`src/rtl/mp3_pkg.sv`:
```
`default_nettype none
// ============================================================================
// Module   : mp3_pkg
// Brief    : Parser state codes, MPEG-1 Layer III header field positions and
//            the frame-length table shared by the parser and later stages.
// Revision : 1.0
// ============================================================================
package mp3_pkg;

  localparam int FLEN_W_DEF = 11;

  localparam logic [2:0] ST_HUNT    = 3'd0;
  localparam logic [2:0] ST_H1      = 3'd1;
  localparam logic [2:0] ST_H2      = 3'd2;
  localparam logic [2:0] ST_H3      = 3'd3;
  localparam logic [2:0] ST_CRC0    = 3'd4;
  localparam logic [2:0] ST_CRC1    = 3'd5;
  localparam logic [2:0] ST_PAYLOAD = 3'd6;

  localparam logic [7:0] SYNC_BYTE   = 8'hFF;
  // Byte 1 bits [7:1]: sync tail 111, version 11 (MPEG-1), layer 01 (Layer III)
  localparam logic [6:0] MPEG1_L3_ID = 7'b1111101;
  localparam logic [3:0] BR_FREE     = 4'd0;
  localparam logic [3:0] BR_BAD      = 4'd15;
  localparam logic [1:0] SR_RESERVED = 2'd3;

  localparam int HDR_PROT_BIT = 0;
  localparam int HDR_BR_MSB   = 7;
  localparam int HDR_BR_LSB   = 4;
  localparam int HDR_SR_MSB   = 3;
  localparam int HDR_SR_LSB   = 2;
  localparam int HDR_PAD_BIT  = 1;
  localparam int HDR_CM_MSB   = 7;
  localparam int HDR_CM_LSB   = 6;
  localparam int HDR_ME_MSB   = 5;
  localparam int HDR_ME_LSB   = 4;

  // floor(144000 * kbps / fs) for 44.1 kHz, 48 kHz, 32 kHz; index 0 (free format) unused
  localparam logic [10:0] FLEN_LUT [3][15] = '{
    '{11'd0, 11'd104, 11'd130, 11'd156, 11'd182, 11'd208, 11'd261, 11'd313,
      11'd365, 11'd417, 11'd522, 11'd626, 11'd731, 11'd835, 11'd1044},
    '{11'd0, 11'd96, 11'd120, 11'd144, 11'd168, 11'd192, 11'd240, 11'd288,
      11'd336, 11'd384, 11'd480, 11'd576, 11'd672, 11'd768, 11'd960},
    '{11'd0, 11'd144, 11'd180, 11'd216, 11'd252, 11'd288, 11'd360, 11'd432,
      11'd504, 11'd576, 11'd720, 11'd864, 11'd1008, 11'd1152, 11'd1440}
  };

  function automatic logic is_mpeg1_l3(input logic [7:0] b);
    return b[7:1] == MPEG1_L3_ID;
  endfunction

endpackage
`default_nettype wire

```
`src/rtl/mp3_frame_parser_if.sv`:
```
`default_nettype none
// ============================================================================
// Module   : mp3_frame_parser_if
// Brief    : Byte stream in, payload stream and decoded header fields out.
//            MP3_SYNC_LOCK_EN adds the sync_errs counter.
// Revision : 1.0
// ============================================================================
interface mp3_frame_parser_if #(parameter int FLEN_W = 11);
  logic [7:0]        axiid;
  logic              axiiv;
  logic [7:0]        axiod;
  logic              axiov;
  logic              axio_last;
  logic              hdr_valid;
  logic [3:0]        bitrate_idx;
  logic [1:0]        sr_idx;
  logic              padding;
  logic              crc_present;
  logic [1:0]        ch_mode;
  logic [1:0]        mode_ext;
  logic [FLEN_W-1:0] frame_len;
  logic              in_sync;
`ifdef MP3_SYNC_LOCK_EN
  logic [15:0]       sync_errs;
`endif

  modport master (
    input  axiid, axiiv,
    output axiod, axiov, axio_last, hdr_valid, bitrate_idx, sr_idx, padding,
           crc_present, ch_mode, mode_ext, frame_len, in_sync
`ifdef MP3_SYNC_LOCK_EN
    , output sync_errs
`endif
  );

  modport slave (
    output axiid, axiiv,
    input  axiod, axiov, axio_last, hdr_valid, bitrate_idx, sr_idx, padding,
           crc_present, ch_mode, mode_ext, frame_len, in_sync
`ifdef MP3_SYNC_LOCK_EN
    , input sync_errs
`endif
  );
endinterface
`default_nettype wire

```
`src/rtl/mp3_flen_lut.sv`:
```
`default_nettype none
// ============================================================================
// Module   : mp3_flen_lut
// Brief    : Combinational frame length in bytes from header indices.
// Revision : 1.0
// ============================================================================
module mp3_flen_lut
  import mp3_pkg::*;
#(
  parameter int FLEN_W = FLEN_W_DEF
) (
  input  logic [1:0]        sr_idx,
  input  logic [3:0]        bitrate_idx,
  input  logic              padding,
  output logic [FLEN_W-1:0] frame_len
);
  logic [10:0] base_len;

  always_comb begin
    base_len = '0;
    if (sr_idx != SR_RESERVED && bitrate_idx != BR_BAD)
      base_len = FLEN_LUT[sr_idx][bitrate_idx];
    frame_len = FLEN_W'(base_len) + FLEN_W'(padding);
  end
endmodule
`default_nettype wire

```
`src/rtl/mp3_frame_parser.sv`:
```
`default_nettype none
// ============================================================================
// Module   : mp3_frame_parser
// Brief    : MPEG-1 Layer III sync hunt, header decode, CRC skip and payload
//            forwarding. Optional MP3_SYNC_LOCK_EN locks the sample rate.
// Revision : 1.0
// ============================================================================
module mp3_frame_parser
  import mp3_pkg::*;
#(
  parameter int FLEN_W = FLEN_W_DEF
) (
  input logic                clk,
  input logic                rst,
  mp3_frame_parser_if.master bus
);
  logic [2:0]        state_q, state_d;
  logic [3:0]        br_tmp_q, br_tmp_d;
  logic [1:0]        sr_tmp_q, sr_tmp_d;
  logic              pad_tmp_q, pad_tmp_d, crc_tmp_q, crc_tmp_d;
  logic [FLEN_W-1:0] cnt_q, cnt_d, frame_len_q, frame_len_d, flen_w;
  logic [7:0]        axiod_q, axiod_d;
  logic              axiov_q, axiov_d, last_q, last_d, hdr_valid_q, hdr_valid_d;
  logic [3:0]        bitrate_idx_q, bitrate_idx_d;
  logic [1:0]        sr_idx_q, sr_idx_d, ch_mode_q, ch_mode_d, mode_ext_q, mode_ext_d;
  logic              padding_q, padding_d, crc_present_q, crc_present_d;
  logic              in_sync_q, in_sync_d;
  logic              hdr_reject, hdr_bad;
  logic [7:0]        b;
`ifdef MP3_SYNC_LOCK_EN
  logic              lock_valid_q, lock_valid_d;
  logic [1:0]        lock_sr_q, lock_sr_d;
  logic [15:0]       sync_errs_q, sync_errs_d;
`endif

  assign b = bus.axiid;

  mp3_flen_lut #(.FLEN_W(FLEN_W)) u_flen_lut (
    .sr_idx      (sr_tmp_q),
    .bitrate_idx (br_tmp_q),
    .padding     (pad_tmp_q),
    .frame_len   (flen_w)
  );

  always_comb begin
    state_d       = state_q;
    br_tmp_d      = br_tmp_q;
    sr_tmp_d      = sr_tmp_q;
    pad_tmp_d     = pad_tmp_q;
    crc_tmp_d     = crc_tmp_q;
    cnt_d         = cnt_q;
    axiod_d       = axiod_q;
    axiov_d       = 1'b0;
    last_d        = 1'b0;
    hdr_valid_d   = 1'b0;
    bitrate_idx_d = bitrate_idx_q;
    sr_idx_d      = sr_idx_q;
    padding_d     = padding_q;
    crc_present_d = crc_present_q;
    ch_mode_d     = ch_mode_q;
    mode_ext_d    = mode_ext_q;
    frame_len_d   = frame_len_q;
    in_sync_d     = last_q ? 1'b0 : in_sync_q;
    hdr_reject    = 1'b0;
    hdr_bad       = (b[HDR_BR_MSB:HDR_BR_LSB] == BR_FREE) || (b[HDR_BR_MSB:HDR_BR_LSB] == BR_BAD)
                 || (b[HDR_SR_MSB:HDR_SR_LSB] == SR_RESERVED);
`ifdef MP3_SYNC_LOCK_EN
    lock_valid_d  = lock_valid_q;
    lock_sr_d     = lock_sr_q;
    hdr_bad       = hdr_bad || (lock_valid_q && (b[HDR_SR_MSB:HDR_SR_LSB] != lock_sr_q));
`endif

    if (bus.axiiv) begin
      case (state_q)
        ST_HUNT: if (b == SYNC_BYTE) state_d = ST_H1;
        ST_H1: begin
          if (is_mpeg1_l3(b)) begin
            crc_tmp_d = ~b[HDR_PROT_BIT];
            state_d   = ST_H2;
          end else begin
            hdr_reject = 1'b1;
            state_d    = (b == SYNC_BYTE) ? ST_H1 : ST_HUNT;
          end
        end
        ST_H2: begin
          if (hdr_bad) begin
            hdr_reject = 1'b1;
            state_d    = (b == SYNC_BYTE) ? ST_H1 : ST_HUNT;
          end else begin
            br_tmp_d  = b[HDR_BR_MSB:HDR_BR_LSB];
            sr_tmp_d  = b[HDR_SR_MSB:HDR_SR_LSB];
            pad_tmp_d = b[HDR_PAD_BIT];
            state_d   = ST_H3;
          end
        end
        ST_H3: begin
          hdr_valid_d   = 1'b1;
          in_sync_d     = 1'b1;
          bitrate_idx_d = br_tmp_q;
          sr_idx_d      = sr_tmp_q;
          padding_d     = pad_tmp_q;
          crc_present_d = crc_tmp_q;
          ch_mode_d     = b[HDR_CM_MSB:HDR_CM_LSB];
          mode_ext_d    = b[HDR_ME_MSB:HDR_ME_LSB];
          frame_len_d   = flen_w;
          cnt_d         = flen_w - FLEN_W'(4) - (crc_tmp_q ? FLEN_W'(2) : FLEN_W'(0));
          state_d       = crc_tmp_q ? ST_CRC0 : ST_PAYLOAD;
`ifdef MP3_SYNC_LOCK_EN
          lock_valid_d  = 1'b1;
          if (!lock_valid_q) lock_sr_d = sr_tmp_q;
`endif
        end
        ST_CRC0: state_d = ST_CRC1;
        ST_CRC1: state_d = ST_PAYLOAD;
        ST_PAYLOAD: begin
          axiod_d = b;
          axiov_d = 1'b1;
          cnt_d   = cnt_q - FLEN_W'(1);
          if (cnt_q == FLEN_W'(1)) begin
            last_d  = 1'b1;
            state_d = ST_HUNT;
          end
        end
        default: state_d = ST_HUNT;
      endcase
    end

`ifdef MP3_SYNC_LOCK_EN
    sync_errs_d = sync_errs_q;
    if (hdr_reject && sync_errs_q != 16'hFFFF) sync_errs_d = sync_errs_q + 16'd1;
`endif
  end

  always_ff @(posedge clk or negedge rst) begin
    if (!rst) begin
      state_q       <= ST_HUNT;
      br_tmp_q      <= '0;
      sr_tmp_q      <= '0;
      pad_tmp_q     <= 1'b0;
      crc_tmp_q     <= 1'b0;
      cnt_q         <= '0;
      axiod_q       <= '0;
      axiov_q       <= 1'b0;
      last_q        <= 1'b0;
      hdr_valid_q   <= 1'b0;
      bitrate_idx_q <= '0;
      sr_idx_q      <= '0;
      padding_q     <= 1'b0;
      crc_present_q <= 1'b0;
      ch_mode_q     <= '0;
      mode_ext_q    <= '0;
      frame_len_q   <= '0;
      in_sync_q     <= 1'b0;
`ifdef MP3_SYNC_LOCK_EN
      lock_valid_q  <= 1'b0;
      lock_sr_q     <= '0;
      sync_errs_q   <= '0;
`endif
    end else begin
      state_q       <= state_d;
      br_tmp_q      <= br_tmp_d;
      sr_tmp_q      <= sr_tmp_d;
      pad_tmp_q     <= pad_tmp_d;
      crc_tmp_q     <= crc_tmp_d;
      cnt_q         <= cnt_d;
      axiod_q       <= axiod_d;
      axiov_q       <= axiov_d;
      last_q        <= last_d;
      hdr_valid_q   <= hdr_valid_d;
      bitrate_idx_q <= bitrate_idx_d;
      sr_idx_q      <= sr_idx_d;
      padding_q     <= padding_d;
      crc_present_q <= crc_present_d;
      ch_mode_q     <= ch_mode_d;
      mode_ext_q    <= mode_ext_d;
      frame_len_q   <= frame_len_d;
      in_sync_q     <= in_sync_d;
`ifdef MP3_SYNC_LOCK_EN
      lock_valid_q  <= lock_valid_d;
      lock_sr_q     <= lock_sr_d;
      sync_errs_q   <= sync_errs_d;
`endif
    end
  end

  assign bus.axiod       = axiod_q;
  assign bus.axiov       = axiov_q;
  assign bus.axio_last   = last_q;
  assign bus.hdr_valid   = hdr_valid_q;
  assign bus.bitrate_idx = bitrate_idx_q;
  assign bus.sr_idx      = sr_idx_q;
  assign bus.padding     = padding_q;
  assign bus.crc_present = crc_present_q;
  assign bus.ch_mode     = ch_mode_q;
  assign bus.mode_ext    = mode_ext_q;
  assign bus.frame_len   = frame_len_q;
  assign bus.in_sync     = in_sync_q;
`ifdef MP3_SYNC_LOCK_EN
  assign bus.sync_errs   = sync_errs_q;
`endif
endmodule
`default_nettype wire

```
`src/flat_wrapper.sv`:
```
// flat-port wrapper written by rule: the top's interface ports become plain ports
module mp3_frame_parser_flat import mp3_pkg::*;
#(
  parameter int FLEN_W = FLEN_W_DEF
)
  (clk, rst, bus_axiid, bus_axiiv, bus_axiod, bus_axiov, bus_axio_last, bus_hdr_valid, bus_bitrate_idx, bus_sr_idx, bus_padding, bus_crc_present, bus_ch_mode, bus_mode_ext, bus_frame_len, bus_in_sync);
  mp3_frame_parser_if #(.FLEN_W(FLEN_W)) bus_i ();
  input logic clk;
  input logic rst;
  input wire logic [$bits(bus_i.axiid)-1:0] bus_axiid;
  input wire logic [$bits(bus_i.axiiv)-1:0] bus_axiiv;
  output wire logic [$bits(bus_i.axiod)-1:0] bus_axiod;
  output wire logic [$bits(bus_i.axiov)-1:0] bus_axiov;
  output wire logic [$bits(bus_i.axio_last)-1:0] bus_axio_last;
  output wire logic [$bits(bus_i.hdr_valid)-1:0] bus_hdr_valid;
  output wire logic [$bits(bus_i.bitrate_idx)-1:0] bus_bitrate_idx;
  output wire logic [$bits(bus_i.sr_idx)-1:0] bus_sr_idx;
  output wire logic [$bits(bus_i.padding)-1:0] bus_padding;
  output wire logic [$bits(bus_i.crc_present)-1:0] bus_crc_present;
  output wire logic [$bits(bus_i.ch_mode)-1:0] bus_ch_mode;
  output wire logic [$bits(bus_i.mode_ext)-1:0] bus_mode_ext;
  output wire logic [$bits(bus_i.frame_len)-1:0] bus_frame_len;
  output wire logic [$bits(bus_i.in_sync)-1:0] bus_in_sync;
  assign bus_i.axiid = bus_axiid;
  assign bus_i.axiiv = bus_axiiv;
  assign bus_axiod = bus_i.axiod;
  assign bus_axiov = bus_i.axiov;
  assign bus_axio_last = bus_i.axio_last;
  assign bus_hdr_valid = bus_i.hdr_valid;
  assign bus_bitrate_idx = bus_i.bitrate_idx;
  assign bus_sr_idx = bus_i.sr_idx;
  assign bus_padding = bus_i.padding;
  assign bus_crc_present = bus_i.crc_present;
  assign bus_ch_mode = bus_i.ch_mode;
  assign bus_mode_ext = bus_i.mode_ext;
  assign bus_frame_len = bus_i.frame_len;
  assign bus_in_sync = bus_i.in_sync;
  mp3_frame_parser #(.FLEN_W(FLEN_W)) u_core (.clk(clk), .rst(rst), .bus(bus_i));
endmodule
```
`config.mk`:
```
export PLATFORM = sky130hd
export DESIGN_NAME = mp3_frame_parser_flat
export DESIGN_NICKNAME = d
export VERILOG_FILES = /design/src/rtl/mp3_pkg.sv /design/src/rtl/mp3_frame_parser_if.sv /design/src/rtl/mp3_flen_lut.sv /design/src/rtl/mp3_frame_parser.sv /design/src/flat_wrapper.sv
export SDC_FILE = /design/constraint.sdc
export NUM_CORES = 1
export LEC_CHECK = 0
export CAP_MARGIN = 20
export CORE_UTILIZATION = 45
export CTS_CLUSTER_DIAMETER = 30
export CTS_CLUSTER_SIZE = 12
export DETAILED_ROUTE_END_ITERATION = 7
export GPL_ROUTABILITY_DRIVEN = 0
export PLACE_DENSITY_LB_ADDON = 0.2
export SYNTH_ARGS = -nofsm -noshare
export SYNTH_HDL_FRONTEND = slang
export SYNTH_SLANG_ARGS = --single-unit
```
`constraint.sdc`:
```
create_clock -name clk -period 8.85 [get_ports clk]
set_input_delay 0.885 -clock clk [delete_from_list [all_inputs] [get_ports clk]]
set_output_delay 0.885 -clock clk [all_outputs]
set_load 0.01 [all_outputs]
```
==> results.json, run 1 <==
{
  "setup_ws_ps": 5270,
  "design.core.area_um2": 7850,
  "antenna_found_initial": 0,
  "cts_setup_buffers": 0,
  "syn-num-nets": 451,
  "power.switching_w": 0.000853,
  "p_leak_nw": 1.82,
  "route.detailed.drc": 0,
  "p_comb_share_pct": 58.6,
  "ant_nets": 0,
  "place_ws_ps": 5230,
  "vdd_drop_max_mv": 0.258,
  "hold_slack_ps": 458,
  "start_util_pct": 47.4,
  "cts_tree": "yes",
  "max_clock_freq_mhz": 279,
  "synth_area_leader_cell": "dfrtp_1",
  "hpwl_um": 6560,
  "synth_edf_count": 0,
  "numCtsBuffers": 9,
  "clk_latency_ps": 360,
  "end_kind": "flop",
  "drtPass1Iterations": 5,
  "clockBufferDepth": 2,
  "clock_sinks": 57,
  "syn_area_um2": 3720,
  "grt_pass1_wl_um": 15600,
  "io_buffers": 45,
  "finalSetupViolCount": 0,
  "grt_max_degree": 58,
  "crit_fanout": 12,
  "cts-root-buf": "clkbuf_8",
  "post-route-util_pct": 55.4,
  "p_seq_share_pct": 27.9,
  "grt_remaining_overflow": 0,
  "hold_buffers": 0,
  "rsz0062_at_grt": "false",
  "max_cap_violations": 0,
  "whs_path_depth": 1,
  "seq_area_um2": 1430,
  "path_class": "flop to flop",
  "die_area_um2": 8630,
  "ys_seq_area_share_pct": 38.4,
  "drt_first_iter_violations": 157,
  "fin_setup_tns_ps": 0,
  "synth_cells": 429,
  "worst_pin_slew_ps": 922,
  "row_count": 32,
  "dieWidth_um": 92.9,
  "slew_viol_final": 0,
  "fill_cells": 777,
  "fp.dieH_um": 92.9,
  "critPathRequiredTime_ps": 9070,
  "drive_gt1_share_pct": 11.6,
  "status": "complete, no violations",
  "swShare_pct": 46.3,
  "grt_usage_pct": 23.6,
  "finalCriticalPeriod_ps": 3580,
  "clkPwrFrac_pct": 13.5,
  "cp.arrival_ps": 3800,
  "hold_path.class": "flop to flop",
  "finClkSkew_ps": 8.32,
  "drt-wirelength-per-cell_um": 16.6,
  "cts_resized": 0,
  "synth_area_leaders": "dfrtp_1 38%, nand2_1 8.1%, mux2_2 4.8%",
  "wirelength_um": 9440,
  "hold_violations": 0,
  "vias": 3344,
  "postSynth.asyncResetShare_pct": 100,
  "final.period_utilization_pct": 40.4,
  "vias_per_cell": 5.90,
  "powerDensity_nw_per_um2": 424,
  "ys_types": 70,
  "ys.flop_type": "dfrtp_1",
  "synth_top_area_share_pct": 38.4,
  "internal_power_w": 0.000990,
  "area_delta_synth_final_pct": 16.9,
  "setup.worst_path.start_class": "flop",
  "ys_warn_count": 0,
  "diodes": 0,
  "multi_input_area_um2": 2100,
  "cts.clk_slew.worst_paths_ps": 70,
  "num-nets-final": 482,
  "slew_headroom_pct": 38.5,
  "grt_pass1_vias": 3110,
  "ys_seq_elements": 57,
  "reg2regPathDepth": 12,
  "syn_area_per_cell_um2": 8.67,
  "h-tree-depth": 3,
  "ioPinCount": 46
}
==> kinds of logic (layout without fill, tap and decap cells) <==
group                      count (synthesis)  after routing  synth area share [%]
muxes                                     22             22                  6.90
AOI/OAI and AO/OA                         96             96                  17.7
xor gates and xnor gates                  10             10                  2.36
and+or+nand+nor                          194            194                  25.5
buffers and inverters                     39             75                  5.28
adders and majority gates                 11             11                  3.90
DFF                                       57             57                  38.4
==> cell usage after synthesis, types with 7 or more instances <==
cell type  count
nor3_1        14
buf_2          7
dfrtp_1       57
nand3_1       10
nor2_1        33
nand2_1       80
ha_1          10
o21ai_0       28
inv_1         13
a21oi_1       15
nand4_1        7
nor2b_1        8
mux2_2        16
nand2b_1      13
clkbuf_1      12
==> worst paths after layout <==
kind | start | end | slack [ps]
setup / recovery | u_core.sr_tmp_q[1] | u_core.cnt_q[10] | 5270
hold / removal | u_core.bus.axio_last | u_core.bus.in_sync | 460
setup reg to reg | u_core.sr_tmp_q[1] | u_core.cnt_q[10] | 5270
hold reg to reg | u_core.bus.axio_last | u_core.bus.in_sync | 460
max in group asynchronous | rst | u_core.bus.bitrate_idx[1] | 7690
min in group asynchronous | rst | u_core.bus.frame_len[7] | 660
==> worst max-delay path, cell delays in order, from the launching register on <==
cell      delay (ps)
dfrtp_1          470
inv_1            160
ha_1             460
nand2b_1         170
a211oi_1         340
ha_1             300
xor2_1           350
ha_1             300
a21oi_1          170
a21bo_2          260
nor4_2           180
mux2i_1          230
o21ai_1           70
==> power by group through the flow <==
| stage | logic, W | clock network (W) | registers (W) |
|---|---|---|---|
| finish | 0.00108 | 0.000249 | 0.000514 |
| global route | 0.00119 | 0.000266 | 0.000533 |
| CTS | 0.00107 | 0.000254 | 0.000512 |
| detailed placement | 0.00106 | 0 | 0.000515 |
| global placement | 0.00105 | 0 | 0.000511 |
| floorplan | 0.000816 | 0 | 0.000462 |
==> metrics by stage <==
step | std cells | power (W) | area [um^2]
final | 567 | 0.00184 | 4350
after CTS | 567 | 0.00184 | 4350
after floorplan | 429 | 0.00128 | 3720
after global routing | 567 | 0.00199 | 4350
after detailed placement | 551 | 0.00158 | 4150
after global placement | 551 | 0.00157 | 4150
==> flip-flops by register name, indices dropped and copies added (netlist names), 2 cells and up <==
| signal | cells |
|---|---|
| u_core.bus.ch_mode | 2 |
| u_core.bus.sr_idx | 2 |
| u_core.state_q | 3 |
| u_core.bus.bitrate_idx | 4 |
| u_core.cnt_q | 11 |
| u_core.br_tmp_q | 4 |
| u_core.bus.mode_ext | 2 |
| u_core.bus.frame_len | 11 |
| u_core.bus.axiod | 8 |
| u_core.sr_tmp_q | 2 |
==> cell usage in the layout (no fill, tap or decap), types with 3 or more instances in the layout <==
cell type	netlist	layout
a21oi_1	15	15
o21a_1	3	3
nor2b_1	8	8
mux2i_1	5	5
clkinv_2	0	4
o22ai_1	3	3
dfrtp_1	57	57
a22oi_1	3	3
or2_2	4	4
nand2b_1	13	13
xor2_1	4	4
or3_1	3	3
clkdlybuf4s50_1	0	44
nand3_1	10	10
clkbuf_8	0	10
a211oi_1	4	4
o21ai_1	4	4
inv_1	13	13
o21ai_0	28	28
o211ai_1	6	6
mux2_2	16	16
nand4_1	7	7
xnor2_1	6	6
nor4_1	5	5
ha_1	10	10
nor2_1	33	33
nor3_1	14	14
nand2_1	80	80
==> routing by layer <==
layer / share of wire, % / GRT usage, %
met5: 0 / 0
met4: 1.9 / 8.33
met3: 7.3 / 5.83
met2: 45 / 37.2
met1: 45 / 31.4
==> cell type report <==
cell class	instances	share of cell area, %
tap	102	2.94
timing repair buffer	46	10.4
sequential	57	32.8
clock inverter	6	1.32
multi-input combinational	333	48.2
inverter	13	1.12
clock buffer	10	3.17
Power figures use the tool's default switching activity.
==> run 2, diff against run 1 <==
==> constraint.sdc (replaced) <==
create_clock -name clk -period 3.3 [get_ports clk]
set_input_delay 0.33 -clock clk [delete_from_list [all_inputs] [get_ports clk]]
set_output_delay 0.33 -clock clk [all_outputs]
set_load 0.01 [all_outputs]
==> results.json, run 2 (same netlist as run 1, synthesis figures left out) <==
{
  "status": "complete, no violations",
  "vias": 3387,
  "die_area_um2": 8630,
  "grt_remaining_overflow": 0,
  "clk_latency_ps": 340,
  "ioPinCount": 46,
  "max_clock_freq_mhz": 316,
  "vias_per_cell": 5.76,
  "finalCriticalPeriod_ps": 3170,
  "hpwl_um": 7210,
  "crit_path_start": "u_core.sr_tmp_q[0]",
  "multi_input_area_um2": 2130,
  "setup.worst_path.start_class": "flop",
  "grt_usage_pct": 24.2,
  "cts_setup_buffers": 0,
  "cpMostUsedCell": "buf_4",
  "row_count": 32,
  "antenna_found_initial": 0,
  "worst_pin_slew_ps": 760,
  "numCtsBuffers": 9,
  "crit_fanout": 6,
  "fin_setup_tns_ps": 0,
  "finalSetupViolCount": 0,
  "wirelength_um": 9890,
  "cts_tree": "yes",
  "cp.arrival_ps": 3380,
  "worst_r2r_startpoint": "u_core.sr_tmp_q[0]",
  "end_kind": "flop",
  "hold_slack_ps": 58.2,
  "num-nets-final": 505,
  "grt_max_degree": 34,
  "finClkSkew_ps": 11.5,
  "slowest_delay_ps": 450,
  "critPathRequiredTime_ps": 3510,
  "powerDensity_nw_per_um2": 1150,
  "dieWidth_um": 92.9,
  "rsz0062_at_grt": "false",
  "drtPass1Iterations": 5,
  "clockBufferDepth": 2,
  "io_buffers": 45,
  "slew_headroom_pct": 49.3,
  "seq_area_um2": 1430,
  "grt_pass1_vias": 3296,
  "reg2regPathDepth": 13,
  "drt-wirelength-per-cell_um": 16.8,
  "p_leak_nw": 1.93,
  "final.period_utilization_pct": 96.0,
  "path_cells": "inv_2 > ha_2 > buf_4 > nor2b_1 > buf_4 > a31oi_2 > o211a_4 > nand4_4 > or3_1 > o31a_1 > nor4_2 > mux2i_1 > o21ai_1",
  "grt_pass1_wl_um": 16200,
  "area_delta_synth_final_pct": 22.9,
  "cp-endpoint": "u_core.cnt_q[10]",
  "h-tree-depth": 3,
  "fp.dieH_um": 92.9,
  "layout_commonest_cell": "nand2_1",
  "design.core.area_um2": 7850,
  "slew_viol_final": 0,
  "fin_cells": 588,
  "diodes": 0,
  "max_cap_violations": 0,
  "drive_gt1_share_pct": 17.1,
  "ant_nets": 0,
  "vdd_drop_max_mv": 0.464,
  "hold_path.class": "input port to asynchronous set/reset pin",
  "postLayoutCellArea_um2": 4570,
  "r2r_slack_ps": 130,
  "clock_sinks": 57,
  "route.detailed.drc": 0,
  "cts.clk_slew.worst_paths_ps": 70,
  "cts-root-buf": "clkbuf_8",
  "drt_first_iter_violations": 225,
  "most-common-layout-cells": "80 x nand2_1, 56 x dfrtp_1, 44 x clkdlybuf4s50_1",
  "hold_violations": 0,
  "crit_slowest_cell": "dfrtp_2",
  "path_class": "flop to flop",
  "placed_area_um2": 4350,
  "placed_cells": 574,
  "start_util_pct": 47.4,
  "r2r-end": "u_core.cnt_q[10]",
  "fill_cells": 712,
  "hold_buffers": 0
}
[run 2: worst min path at each step]
stage / cells past startpoint / slack, ps / from / endpoint
after floorplan: 0 / 30 / rst / u_core.br_tmp_q[0]
after global placement: 1 / 440 / rst / u_core.bus.bitrate_idx[3]
after detailed placement: 1 / 440 / rst / u_core.bus.frame_len[5]
after CTS: 1 / 80 / rst / u_core.state_q[2]
after global routing: 1 / 120 / rst / u_core.state_q[2]
final: 1 / 60 / rst / u_core.cnt_q[4]
[run 2: timing repair]
| item | in CTS | in global routing |
|---|---|---|
| pin swaps | 0 | 3 |
| endpoints found under the setup margin | 2 | 4 |
| gates resized for setup | 1 | 8 |
| endpoints found under the hold margin | 0 | 0 |
[run 2: where the power goes]
group | leakage (nW) | switching [W] | internal [W]
combinational | 1.12 | 0.00183 | 0.00155
clock | 0.0872 | 0.000290 | 0.000340
sequential | 0.720 | 0.000281 | 0.000985
total | 1.93 | 0.00240 | 0.00288
[run 2: cell type report]
| type | count | share of cell area [%] |
|---|---|---|
| well taps | 102 | 2.79 |
| clock inverters | 5 | 1.29 |
| inverters | 13 | 1.07 |
| multi-input cells | 333 | 46.7 |
| repair buffers | 69 | 14.2 |
| flip-flops and latches | 57 | 31.2 |
| clock buffers | 9 | 2.71 |
[run 2: layer usage]
layer	vias up	global-route usage (%)	wire [um]
met5	-	0	0
met4	0	8.72	194
met3	17	8.05	651
met2	104	37.9	4580
met1	1643	31.0	4460
li1	1623	-	-
[run 2: metrics by stage]
step	utilization, %	setup WS [ps]	power (W)
detailed placement	55.4	8.98	0.00454
CTS	57.8	54.2	0.00519
finish	58.3	134	0.00528
global placement	55.4	95.9	0.00446
global route	58.3	8.71	0.00565
floorplan	-	337	0.00343
[run 2: critical path: cells and delay by family, from the launching register on]
kind	cells	cell delay, ps
AO/OA/AOI/OAI	4	820
adder cells (fa/ha/maj)	1	230
buffers and inverters	3	380
flip-flops	1	450
multiplexers	1	230
AND/OR/NAND/NOR	4	920
